$ cat config.mk
export PLATFORM = sky130hd
export DESIGN_NAME = gcd_sched
export DESIGN_NICKNAME = d
export VERILOG_FILES = /design/src/rtl/gcd_sched.sv
export SDC_FILE = /design/constraint.sdc
export NUM_CORES = 1
export LEC_CHECK = 0
export CAP_MARGIN = 20
export CORE_MARGIN = 3
export CORE_UTILIZATION = 40
export DETAILED_ROUTE_END_ITERATION = 10
export GPL_TIMING_DRIVEN = 0
export PLACE_DENSITY_LB_ADDON = 0.05
export SYNTH_ARGS = -nofsm -noshare
export SYNTH_HDL_FRONTEND = slang
export SYNTH_SLANG_ARGS = --single-unit
$ cat constraint.sdc
create_clock -name clk -period 5.6 [get_ports clk]
set_input_delay 1.12 -clock clk [delete_from_list [all_inputs] [get_ports clk]]
set_output_delay 1.12 -clock clk [all_outputs]
set_load 0.02 [all_outputs]
$ cat src/rtl/gcd_sched.sv
// gcd_sched: round-robin scheduler that shares one GCD core between N
// requesters. A job whose operands include a zero skips the core. A job
// that overstays its cycle budget in BUSY is aborted and returned with
// rsp_err set.
module gcd_sched #(
  parameter int N       = 4,
  parameter int W       = 8,
  parameter int IDW     = 2,
  parameter int TIMEOUT = 1024
) (
  input  logic             clk,
  input  logic             rst,
  input  logic [N-1:0]     req,
  input  logic [N*W-1:0]   op_a,
  input  logic [N*W-1:0]   op_b,
  output logic [N-1:0]     gnt,
  output logic             gcd_start,
  output logic             gcd_abort,
  output logic [W-1:0]     gcd_a,
  output logic [W-1:0]     gcd_b,
  input  logic             gcd_done,
  input  logic [W-1:0]     gcd_result,
  output logic             rsp_valid,
  input  logic             rsp_ready,
  output logic [IDW-1:0]   rsp_id,
  output logic [W-1:0]     rsp_result,
  output logic             rsp_err
);

  localparam int CW = $clog2(TIMEOUT);
  localparam logic [CW-1:0] CNT_MAX = CW'(TIMEOUT - 1);

  typedef enum logic [2:0] {IDLE, GRANT, LAUNCH, BUSY, RESP} state_t;

  state_t         state, state_nxt;
  logic [IDW-1:0] rr, idx, win, cand;
  logic           found;
  logic [CW-1:0]  cnt;
  logic [W-1:0]   a_sel, b_sel;
  logic           req_idx;

  // Round-robin pick: first set request at or above rr, wrapping modulo N.
  always_comb begin
    win   = '0;
    found = 1'b0;
    cand  = '0;
    for (int k = 0; k < N; k++) begin
      cand = IDW'((int'(rr) + k) % N);
      if (!found && req[cand]) begin
        win   = cand;
        found = 1'b1;
      end
    end
  end

  // Operand mux for the registered winner, plus the grant for that slot.
  always_comb begin
    a_sel   = '0;
    b_sel   = '0;
    req_idx = 1'b0;
    gnt     = '0;
    for (int i = 0; i < N; i++) begin
      if (idx == IDW'(i)) begin
        a_sel   = op_a[i*W +: W];
        b_sel   = op_b[i*W +: W];
        req_idx = req[i];
        gnt[i]  = (state == GRANT) && req[i];
      end
    end
  end

  assign rsp_valid = (state == RESP);

  // Next-state logic and the one-cycle core control pulses.
  always_comb begin
    state_nxt = state;
    gcd_start = 1'b0;
    gcd_abort = 1'b0;
    case (state)
      IDLE:   if (|req) state_nxt = GRANT;
      GRANT: begin
        if (!req_idx)                        state_nxt = IDLE;   // withdrawn
        else if (a_sel == '0 || b_sel == '0) state_nxt = RESP;   // bypass
        else                                 state_nxt = LAUNCH;
      end
      LAUNCH: begin
        gcd_start = 1'b1;
        state_nxt = BUSY;
      end
      BUSY: begin
        // done has priority over a timeout landing in the same cycle
        if (gcd_done) state_nxt = RESP;
        else if (cnt == CNT_MAX) begin
          gcd_abort = 1'b1;
          state_nxt = RESP;
        end
      end
      RESP:    if (rsp_ready) state_nxt = IDLE;
      default: state_nxt = IDLE;
    endcase
  end

  // State, pointer, watchdog counter and the captured job/response fields.
  always_ff @(posedge clk or negedge rst) begin
    if (!rst) begin
      state      <= IDLE;
      rr         <= '0;
      idx        <= '0;
      cnt        <= '0;
      gcd_a      <= '0;
      gcd_b      <= '0;
      rsp_id     <= '0;
      rsp_result <= '0;
      rsp_err    <= 1'b0;
    end else begin
      state <= state_nxt;
      case (state)
        IDLE: if (|req) idx <= win;
        GRANT: if (req_idx) begin
          gcd_a      <= a_sel;
          gcd_b      <= b_sel;
          rsp_id     <= idx;
          rsp_result <= a_sel | b_sel;   // bypass answer; replaced by core result otherwise
          rsp_err    <= 1'b0;
        end
        LAUNCH: cnt <= '0;
        BUSY: begin
          if (gcd_done) begin
            rsp_result <= gcd_result;
            rsp_err    <= 1'b0;
          end else if (cnt == CNT_MAX) begin
            rsp_result <= '0;
            rsp_err    <= 1'b1;
          end else begin
            cnt <= cnt + 1'b1;
          end
        end
        RESP: if (rsp_ready) rr <= (idx == IDW'(N - 1)) ? '0 : idx + 1'b1;
        default: ;
      endcase
    end
  end

endmodule

==> results.md <==
* Least-Margin Pin Slew at 0.9836 ns
* Initial drt markers at ~100
* Hold Crit Class: flop to flop
* Share of cells above drive strength 1 at 10.63%
* Setup TNS at 0 ns
* Startpoint types: input pin
* H-tree levels at 2
* Syn nets at about 360
* Drt via density at 5.372
* CP max stage cell: clkdlybuf4s50_1
* Die area at 7490 um^2
* WS Path Type: input pin to output pin
* Initial antenna violation count at 0
* First-pass GRT wire length at 12970 um
* Crit-path leading delay family: buffers and inverters
* Dpl hpwl at between 6000 and 7000 um
* DR vias at 2525
* Num CTS Buffers at 5
* Starting Density at 42.57%
* CTS tree: built
* Total Routing Usage GR at 22.08%
* CP Capture Type: output pin
* Top cells by area, synth: dfrtp_1 42%, mux2_2 5.6%, o22ai_1 4.1%, a221oi_1 3.7%, nor2_1 3.6%
* Row count at 28
* Fin nets at about 480
* #FFs+latches synth at 44
* Post-synth EDFFs at 0
* Post-DRT Antenna Nets at 0
* Crit path buf inv count at 4
* Crit path cell chain: clkdlybuf4s50_1 > clkbuf_1 > inv_1 > and3_1 > clkdlybuf4s50_1
* Top_reg_cell synth: dfrtp_1
* DR WL/cell at around 17 um
* Post-synth cell types at 49
* Final period utilization at between 60% and 70%
* PortBufs at approximately 110
* Post-CTS setup repair buffer count at 0
* Rel. slew slack at between 30% and 40%
* Post-CTS sizing at 0
* Max-slew violation count at 0
* Fin. Hold Viols at 0
* RSZ-0062 raised after global routing: no
* WP data arrival at 2.79 ns
* Worst-skew pair later-pin latency at ~0.3 ns
* Core area at around 6000 um^2
* Placer Congestion at a little over 0.8
* Fmax at roughly 260 MHz
* Post-synthesis sequential area ratio at between 40% and 50%
* Root Driver: clkbuf_8
* Max Fanout on Critical Path at 10
* Hold_ws at about 0.5 ns
* Layout Skew at 0.003720 ns
* CTS Hold Bufs at 0
* Worst path max stage delay at around 0.54 ns
* Final Setup Violations at 0
* Final wirelength at between 7000 and 8000 um
* Critical path's most frequent cell: clkdlybuf4s50_1
* Area Growth Syn to Fin at 51.93%
* Number of global-route vias before repair at about 2700
* CTS Sinks at 44
* Chip Width at between 80 and 90 um
* Synth top area share at 42.43%
* Die H at slightly below 90 um
* Post-synth top cells: 44 x dfrtp_1, 25 x nor2_1, 20 x nand2_1
* 1st-pass router iterations at 4
* Largest net degree at the start of global routing at 33
* Status: complete, no violations
* Synth area leader: dfrtp_1
* Placement Cell Area at roughly 3800 um^2
* CTS max path bufs at 2
* Gr ovfl total at 0
* Worst EP required at approximately 4.5 ns
* VDD IR-drop max at about 0.00031 V
* Leak at 1.684 nW
* Final Util at approximately two thirds
* Synth Cell Area at 2595 um^2
* Final instance area at ~4000 um^2
* Pwr Density at ~500 nW/um^2
* Clock transition at path regs at ~0.08 ns
* Avg Cell Area, Syn at 9.505 um^2
* Synth warnings at 0
* Syn Inst Count at around 270
* Minimum clock period at around 3.9 ns
* DRC at 0
* Asr flop ratio synth at 100.0%
* Max-Cap Viols at 0
* Dominant cell by count in the synthesized netlist: dfrtp_1
* N_diodes at 0
* I/O pins at between 100 and 150
-- worst min-delay path: stages (launching register included) --
cell and delay [ns]:
dfrtp_1 0.35, nand2_1 0.05, o21ai_0 0.06
-- state kept, by name, indices dropped and copies added (netlist names) --
| name | cells |
|---|---|
| idx | 2 |
| rsp_id | 2 |
| state | 3 |
| rr | 2 |
| cnt | 10 |
| gcd_b | 8 |
| rsp_err | 1 |
| gcd_a | 8 |
| rsp_result | 8 |
-- report_power, final --
part / total [mW] / internal [mW] / switching (mW)
combinational: 1.20 / 0.547 / 0.653
sequential: 0.524 / 0.441 / 0.0826
clock: 0.242 / 0.132 / 0.110
-- cells by family after synthesis --
logic type	Yosys count	synth area share, %
buffers and inverters	25	4.773
multiplexers	14	6.027
AND/OR/NAND/NOR	88	17.94
XOR/XNOR	8	2.700
AO/OA/AOI/OAI	89	23.72
adder cells (fa/ha/maj)	5	2.411
flip-flops	44	42.43
-- path summary, 6_finish.rpt --
path | start | endpoint | slack (ns) | cells after the start
max in group asynchronous | rst | gcd_a[7] | 4.42 | 2
worst min-delay path | gcd_b[1] | gcd_b[1] | 0.49 | 2
worst max register to register | idx[0] | state[2] | 3.07 | 9
worst max-delay path | gcd_done | gcd_abort | 1.69 | 5
worst min register to register | gcd_b[1] | gcd_b[1] | 0.49 | 2
min in group asynchronous | rst | rsp_id[1] | 0.70 | 1
-- per-layer routing --
layer | vias to the layer above | part of all wire [%] | GRT usage (%)
li1 | 1257 | - | -
met1 | 1170 | 41 | 27.63
met2 | 82 | 49 | 36.86
met3 | 16 | 6.9 | 5.608
met4 | 0 | 2.5 | 7.932
met5 | - | 0 | 0
-- final cells by class --
cell class | instances | area, um^2
repair buffers | 114 | 1146
flip-flops and latches | 44 | 1101
clock buffers | 6 | 72.57
well taps | 75 | 93.84
inverters | 10 | 37.54
fillers | 544 | 2153
clock inverters | 2 | 35.03
plain buffers | 15 | 86.33
multi-input cells | 204 | 1370
-- per-stage QoR --
| stage | instances | total power [mW] | worst slack, ns |
|---|---|---|---|
| 4_1_cts | 470 | 1.990 | 1.669 |
| 6_report | 470 | 1.966 | 1.689 |
| 2_1_floorplan | 273 | 1.269 | 2.827 |
| 3_5_place_dp | 462 | 1.737 | 1.680 |
| 3_3_place_gp | 461 | 1.723 | 1.692 |
| 5_1_grt | 470 | 2.119 | 1.600 |
-- layout by cell type (no fill, tap or decap), types with 4 or more instances in the layout --
cell type,netlist,final
clkdlybuf4s50_1,0,112
dfrtp_1,44,44
nor2_1,25,25
nand2_1,20,20
o21ai_0,17,17
o22ai_1,17,17
a21oi_1,14,14
mux2_2,13,13
a221oi_1,11,11
inv_1,10,10
a21o_1,9,9
nand3_1,8,8
buf_2,6,7
clkbuf_1,5,6
and3_1,5,5
nand2b_1,5,5
xnor2_1,5,5
ha_1,5,5
clkbuf_8,0,5
nor3_1,4,4
Power figures use the tool's default switching activity.
